**src/rtl/br_resolve_ctrl.sv**
```systemverilog
// Branch resolution controller: per-tag checkpoints captured at dispatch, judged at execute,
// producing registered correct/recovery pulses with restore mask and redirect PC.
module br_resolve_ctrl #(
    parameter int BR_MASK_W = 5,
    parameter int PC_W      = 64
) (
    input  logic                 clk,
    input  logic                 rst,
    input  logic                 id_br_alloc_i,
    input  logic [BR_MASK_W-1:0] id_br_tag_i,
    input  logic [BR_MASK_W-1:0] id_br_mask_i,
    input  logic                 id_br_pred_taken_i,
    input  logic [PC_W-1:0]      id_br_pred_target_i,
    input  logic [PC_W-1:0]      id_br_npc_i,
    input  logic                 ex_br_valid_i,
    input  logic [BR_MASK_W-1:0] ex_br_tag_i,
    input  logic                 ex_br_taken_i,
    input  logic [PC_W-1:0]      ex_br_target_i,
    output logic                 br_pred_correct_o,
    output logic                 br_recovery_o,
    output logic [BR_MASK_W-1:0] br_tag_o,
    output logic [BR_MASK_W-1:0] br_mask_o,
    output logic [PC_W-1:0]      br_recovery_pc_o,
    output logic [BR_MASK_W-1:0] ckpt_valid_o,
    output logic                 br_err_o
);

    logic [BR_MASK_W-1:0]                ckpt_valid_q, ckpt_valid_d;
    logic [BR_MASK_W-1:0][BR_MASK_W-1:0] ckpt_mask_q, ckpt_mask_d;
    logic [BR_MASK_W-1:0]                pred_taken_q, pred_taken_d;
    logic [BR_MASK_W-1:0][PC_W-1:0]      pred_target_q, pred_target_d;
    logic [BR_MASK_W-1:0][PC_W-1:0]      npc_q, npc_d;

    logic                 correct_q, recovery_q, err_q;
    logic [BR_MASK_W-1:0] tag_q, mask_q;
    logic [PC_W-1:0]      pc_q;

    logic                 ex_onehot, id_onehot, res_hit, correct, do_correct, do_mispred;
    logic                 alloc_ok, proto_err;
    logic [BR_MASK_W-1:0] sel_mask, younger, clr_bit;
    logic                 sel_pt;
    logic [PC_W-1:0]      sel_tgt, sel_npc;

    always_comb begin
        ex_onehot = $onehot(ex_br_tag_i);
        id_onehot = $onehot(id_br_tag_i);
        sel_mask  = '0;
        sel_pt    = 1'b0;
        sel_tgt   = '0;
        sel_npc   = '0;
        younger   = '0;
        for (int i = 0; i < BR_MASK_W; i++) begin
            if (ex_br_tag_i[i]) begin
                sel_mask = ckpt_mask_q[i];
                sel_pt   = pred_taken_q[i];
                sel_tgt  = pred_target_q[i];
                sel_npc  = npc_q[i];
            end
            younger[i] = ckpt_valid_q[i] && |(ckpt_mask_q[i] & ex_br_tag_i);
        end

        // Stale resolutions (entry already squashed/freed) fall out here silently.
        res_hit    = ex_br_valid_i && ex_onehot && |(ex_br_tag_i & ckpt_valid_q);
        correct    = (ex_br_taken_i == sel_pt) && (!ex_br_taken_i || ex_br_target_i == sel_tgt);
        do_correct = res_hit && correct;
        do_mispred = res_hit && !correct;
        clr_bit    = do_correct ? ex_br_tag_i : '0;

        // A branch dispatched alongside a misprediction is younger, so it is dropped.
        alloc_ok  = id_br_alloc_i && id_onehot && !do_mispred;
        proto_err = (ex_br_valid_i && !ex_onehot) || (id_br_alloc_i && !id_onehot) ||
                    (alloc_ok && |(id_br_tag_i & ckpt_valid_q & ~clr_bit));

        ckpt_valid_d  = ckpt_valid_q & ~clr_bit;
        ckpt_mask_d   = ckpt_mask_q;
        pred_taken_d  = pred_taken_q;
        pred_target_d = pred_target_q;
        npc_d         = npc_q;
        if (do_mispred)
            ckpt_valid_d = ckpt_valid_q & ~(ex_br_tag_i | younger);
        for (int i = 0; i < BR_MASK_W; i++) begin
            ckpt_mask_d[i] = ckpt_mask_q[i] & ~clr_bit;
            if (alloc_ok && id_br_tag_i[i]) begin
                ckpt_valid_d[i]  = 1'b1;
                ckpt_mask_d[i]   = id_br_mask_i & ~clr_bit;
                pred_taken_d[i]  = id_br_pred_taken_i;
                pred_target_d[i] = id_br_pred_target_i;
                npc_d[i]         = id_br_npc_i;
            end
        end
    end

    always_ff @(posedge clk) begin
        if (rst) begin
            ckpt_valid_q  <= '0;
            ckpt_mask_q   <= '0;
            pred_taken_q  <= '0;
            pred_target_q <= '0;
            npc_q         <= '0;
            correct_q     <= 1'b0;
            recovery_q    <= 1'b0;
            tag_q         <= '0;
            mask_q        <= '0;
            pc_q          <= '0;
            err_q         <= 1'b0;
        end else begin
            ckpt_valid_q  <= ckpt_valid_d;
            ckpt_mask_q   <= ckpt_mask_d;
            pred_taken_q  <= pred_taken_d;
            pred_target_q <= pred_target_d;
            npc_q         <= npc_d;
            correct_q     <= do_correct;
            recovery_q    <= do_mispred;
            tag_q         <= res_hit ? ex_br_tag_i : '0;
            mask_q        <= do_mispred ? sel_mask : '0;
            pc_q          <= do_mispred ? (ex_br_taken_i ? ex_br_target_i : sel_npc) : '0;
            err_q         <= err_q | proto_err;
        end
    end

    assign br_pred_correct_o = correct_q;
    assign br_recovery_o     = recovery_q;
    assign br_tag_o          = tag_q;
    assign br_mask_o         = mask_q;
    assign br_recovery_pc_o  = pc_q;
    assign ckpt_valid_o      = ckpt_valid_q;
    assign br_err_o          = err_q;

endmodule

```
**config.mk**
```make
export PLATFORM = sky130hd
export DESIGN_NAME = br_resolve_ctrl
export DESIGN_NICKNAME = d
export VERILOG_FILES = /design/src/rtl/br_resolve_ctrl.sv
export SDC_FILE = /design/constraint.sdc
export NUM_CORES = 2
export LEC_CHECK = 0
export CAP_MARGIN = 20
export CORE_MARGIN = 2
export CORE_UTILIZATION = 50
export CTS_CLUSTER_SIZE = 25
export DETAILED_ROUTE_END_ITERATION = 6
export DONT_BUFFER_PORTS = 1
export PLACE_DENSITY = 0.75
export SYNTH_ARGS = -nofsm -noshare
export SYNTH_HDL_FRONTEND = slang
export SYNTH_SLANG_ARGS = --single-unit
```
**constraint.sdc**
```tcl
create_clock -name clk -period 4.2 [get_ports clk]
set_input_delay 0.63 -clock clk [delete_from_list [all_inputs] [get_ports clk]]
set_output_delay 0.63 -clock clk [all_outputs]
set_load 0.01 [all_outputs]
```
# After elaboration in Yosys (flattened, before gate mapping)
# Cells that the tools add are included.
[word_totals]
out_inout_bits = 82
register_bits = 752
[op_classes]
add_sub_neg = 8
n_eq_ne = 4
muxes = 33
n_reduce_logical = 37
bitwise_logic = 22
[ops]
columns = ["operator", "count"]
rows = [
  ["2-to-1 mux 64 bit", 11],
  ["bitwise AND 5 bit", 16],
  ["equality test 64 bit", 1],
  ["2-to-1 mux 5 bit", 12],
  ["OR reduction 5 bit", 7],
  ["logical AND 1 bit", 20],
  ["2-to-1 mux 1 bit", 10],
  ["inverter 5 bit", 2],
  ["adder 1 x 1 -> 2 bit", 4],
  ["adder 2 x 2 -> 3 bit", 2],
  ["adder 3 x 1 -> 3 bit", 2],
  ["equality test 3 x 1 -> 1 bit, second input constant", 2],
  ["logical NOT 1 bit", 5],
  ["OR 5 bit", 1],
  ["OR reduction 2 bit", 2],
  ["logical OR 1 bit", 3],
  ["inverter 1 bit", 2],
  ["equality test 1 bit", 1],
  ["OR 1 bit", 1],
]

# Logic depth before layout (Yosys ltp)
[depth]
word_depth = 16
depth_mapped = 18

# Worst setup path before layout
# No wires, ideal clock.
[synth_path]
path_kind = "in2reg"
start = "in ex_br_tag_i[2]"
end = "reg pred_target_q[166] (netlist name)"
path_slack_ns = 0.456
arrival_ns = 3.673
setup_time_ns = 0.072
path_stages = 15
path_cell_list = "buf_2 inv_2 buf_2 buf_2 buf_2 fa_1 inv_1 ha_1 nor3_1 nand3_1 o311ai_0 buf_2 buf_4 buf_2 mux2i_1"
[synth_between]
elab_chain_len = 11
word_cells_on_any_way = 23
cone_classes = "add/sub: 3; eq/ne: 3; mux: 6; bitwise: 1; reduce/logical: 10"
[synth_rtl]
columns = ["item", "line_no", "rtl"]
rows = [
  ["start: declaration", "16", "input logic [BR_MASK_W-1:0] ex_br_tag_i,"],
  ["branches (longest 7 deep; another with adder 2 x 2 -> 3 bit)", "--", ""],
  ["logical AND 1 bit (*)", "66", "do_mispred = res_hit && !correct;"],
  ["logical NOT 1 bit (*)", "70", "alloc_ok = id_br_alloc_i && id_onehot && !do_mispred;"],
  ["logical AND 1 bit (*)", "70", ""],
  ["logical AND 1 bit (*)", "83", "if (alloc_ok && id_br_tag_i[i]) begin"],
  ["end signal: assignment", "110", "pred_target_q <= pred_target_d;"],
  ["end: declaration", "31", "logic [BR_MASK_W-1:0][PC_W-1:0] pred_target_q, pred_target_d;"],
]
# Every way passes the cells marked *.
# A chain may end at the register's enable or synchronous reset.

# Worst setup path after layout
[layout_path]
start = "in ex_br_tag_i[4]"
end = "reg ckpt_valid_q[3] (netlist: ckpt_valid_o[3])"
[layout_between]
elab_chain_len = 10
word_cells_on_any_way = 29
cone_classes = "add/sub: 1; eq/ne: 3; mux: 5; bitwise: 7; reduce/logical: 13"
[layout_rtl]
columns = ["item", "line_no", "rtl"]
rows = [
  ["adder 3 x 1 -> 3 bit (implied by the code) or 2-to-1 mux 64 bit (tied branches)", "45, 53", ""],
  ["equality test 3 x 1 -> 1 bit or equality test 64 bit (tied branches)", "45, 64", ""],
  ["logical AND 1 bit or logical OR 1 bit (tied branches)", "63, 64", ""],
  ["logical AND 1 bit, on equally long branches", "63, 64", ""],
  ["logical AND 1 bit or logical NOT 1 bit (tied branches)", "65, 66", ""],
  ["2-to-1 mux 5 bit or logical AND 1 bit (tied branches)", "67, 66", ""],
  ["inverter 5 bit or logical NOT 1 bit (tied branches)", "74, 70", ""],
  ["bitwise AND 5 bit or logical AND 1 bit (tied branches)", "74, 70", ""],
  ["2-to-1 mux 5 bit or logical AND 1 bit (tied branches)", "79, 83", ""],
  ["2-to-1 mux 1 bit (*)", "83", ""],
  ["end signal: assignment", "107", "ckpt_valid_q <= ckpt_valid_d;"],
  ["end: declaration", "28", "logic [BR_MASK_W-1:0] ckpt_valid_q, ckpt_valid_d;"],
]
# Mark *: on every way between the ends. The rest lies on a longest branch, timed or not.

==> results.ini <==
[timing]
grt_setup_unrepaired = false
final_max_slew_viol_count = 656
relSlewSlack = -0.920
finalCritPeriodShare = 0.891
fin_ws_ns = 0.460
finalHoldViolCount = 0
worst_pin_slew_ns = 2.88
fmax_mhz = 267
finalSetupViolCount = 0
skew_ns = 0.0230
layout_min_cycle_time_ns = 3.74
setup_tns_ns = 0

[logic_synthesis]
synth_edf_count = 0
ys_seq_elements = 752
yosysWarnings = 0
synthCells = 3907
synth.avg_cell_area_sq_um = 9.42
yosysSeqAreaShare = 0.409
synth_top_area_cell = dfxtp_1
synth_area_sq_um = 36800
yosys.area.top_type_share = 0.409
synth.top_cells.by_area = dfxtp_1 (41%), mux2i_1 (22%), nand2b_1 (13%)
ys_types = 78
synthArstFlopShare = 0
ys.flop_type = dfxtp_1
syn_nets = 4126

[finish]
multi_input_area_sq_um = 20100
drive_above_1_share = 0.0679
regArea_sq_um = 15100
utilization = 0.554
fin_nets = 3987
n_fill_cell = 6331
final_common_cell = mux2i_1
final_cell_mix = mux2i_1 (806), nand2b_1 (788), dfxtp_1 (752), nand2_1 (222), o21ai_0 (191)
area_growth_pct = 9.73

[setup_path]
critical_path_class = in2reg
required_ns = 4.60
crit_path_max_fanout = 265
cp-end-kind = flop
start_kind = input port
worstReg2RegEnd = pred_target_q[84]
worstSetupEndpoint = ckpt_valid_o[3]
r2r_start = pred_target_q[198]
critPathArrivalTime_ns = 4.14
r2r_slack_ns = 0.62
crit_start = ex_br_tag_i[4]
ff2ff_path_depth = 12

[power]
powerDensity_nw_per_um2 = 399
ir_worst_vdd_mv = 0.352
total_power_uw = 16100
p_leak_uw = 0.0176

[placement]
place_ws_ns = 0.157
port_buffers = 0
place_hpwl_um = 74000
routabilityCongestion = 0.991

[floorplanning]
core_area_sq_um = 73000
die_x_um = 275
die_h_um = 275
start_util = 0.504
die_area_sq_um = 75800
row_count = 99
ios = 295

[detailed_routing]
vias_per_cell = 5.91
vias = 28300
first_iter_violations = 3075
route.layer.met1.wl_um = 49800
final_antenna_net_count = 0
drc = 0
first_pass_iters = 7
routedWlPerCell_um = 23.7
top_layer = met5
totalWireLength_um = 114000
wl_met2_um = 50300
wl_met3_um = 8570

[min_path]
hold_class = in2reg

[flow_run]
max_cap_violations = 0

[cts]
cts_sinks = 752
cts-resized-gates = 0
cts-root-buf = clkbuf_16
cts_max_level = 3
cts_tree = yes
cts_setup_buffers = 0
cts_buffer_depth = 3
cts_hold_buf = 0
clk_pin_slew_ns = 0.06
cts_made_buffers = 79
clk_latency_ns = 0.64

[grt]
antenna_found_initial = 11
grt_usage = 0.291
grt_max_degree = 822
grt.overflow.total = 0
grt_pass1_vias = 27300
grt_pass1_wl_um = 169000

[outcome]
violations = max-slew violations
status = finished, violations left

[cell usage after synthesis (all sizes together), types with 6 or more instances]
master / instances
xnor2: 12
a221o: 8
a211oi: 12
o31ai: 6
nand3: 22
buf: 145
nand2: 222
and2: 13
nor2b: 27
o311ai: 7
o211ai: 7
o32ai: 6
nand4b: 32
a2111oi: 17
clkbuf: 178
nor2: 100
a222oi: 8
a31oi: 12
o2111ai: 6
or3b: 6
nand4: 16
nor4: 14
o21a: 8
o22ai: 8
and3: 73
o21ai: 191
dfxtp: 752
o221ai: 15
a21oi: 149
inv: 48
nand2b: 788
a221oi: 42
nand3b: 41
mux2i: 806
o311a: 6
xor2: 16
nor3: 18
[layout make-up]
cell class              count  share of cell area
clock inverters            18             0.00524
repair buffers            103              0.0286
clock buffers             123              0.0598
multi-input cells        2784               0.499
flip-flops and latches    752               0.373
well taps                 959              0.0297
inverters                  48             0.00452
diodes                      8            0.000496
[metal layers]
layer	global-route usage	vias to the layer above
li1	-	13300
met1	0.392	13900
met2	0.447	964
met3	0.0629	218
met4	0.128	2
met5	0	-
[state kept, by name (all words and copies together), names as in the netlist]
name and flops:
br_pred_correct_o 1, ckpt_valid_o 5, br_err_o 1, pred_taken_q 5, br_recovery_o 1, ckpt_mask_q 25
npc_q 320, br_mask_o 5, pred_target_q 320, br_recovery_pc_o 64, br_tag_o 5
[worst max-delay path, cell delays in order]
cell       delay [ns]
or2_2            0.60
a2111oi_0        0.48
buf_4            0.20
o21ai_0          0.13
o211a_1          0.18
nand4_1          0.12
nor4_4           0.07
and4_1           0.26
buf_12           0.17
o311ai_4         0.57
buf_12           0.36
o22ai_1          0.13
[through the flow]
step | area, sq um | cells | hold slack (ns)
2_1_floorplan | 36800 | 3907 | 0.444
4_1_cts | 40400 | 4787 | 0.0726
3_3_place_gp | 37700 | 4645 | 0.452
6_report | 40400 | 4795 | 0.139
5_1_grt | 40400 | 4793 | 0.136
3_5_place_dp | 37700 | 4646 | 0.456
[report_power, final]
part           internal, uW  switching, uW  leakage [uW]
clock network          4090           2980       0.00129
registers              7380            143       0.00607
logic                   725            797        0.0102
total                 12200           3920        0.0176
[kinds of logic after synthesis]
group	share of synthesized area
and+or+nand+nor	0.220
muxes	0.220
DFF	0.409
AOI/OAI and AO/OA	0.0945
buffers and inverters	0.0469
xor gates and xnor gates	0.00666
adders and majority gates	0.00286
[worst min-delay path by stage]
stage / to / startpoint / slack, ns / depth (start not counted)
after global routing: br_recovery_pc_o[5] / ex_br_target_i[5] / 0.14 / 2
after detailed placement: npc_q[1] / npc_q[1] / 0.46 / 2
after CTS: br_tag_o[2] / rst / 0.07 / 1
after floorplan: npc_q[0] / npc_q[0] / 0.44 / 2
final: br_recovery_pc_o[36] / ex_br_target_i[36] / 0.14 / 2
after global placement: npc_q[15] / npc_q[15] / 0.45 / 2
No activity file was read; power rests on OpenSTA's default activity.
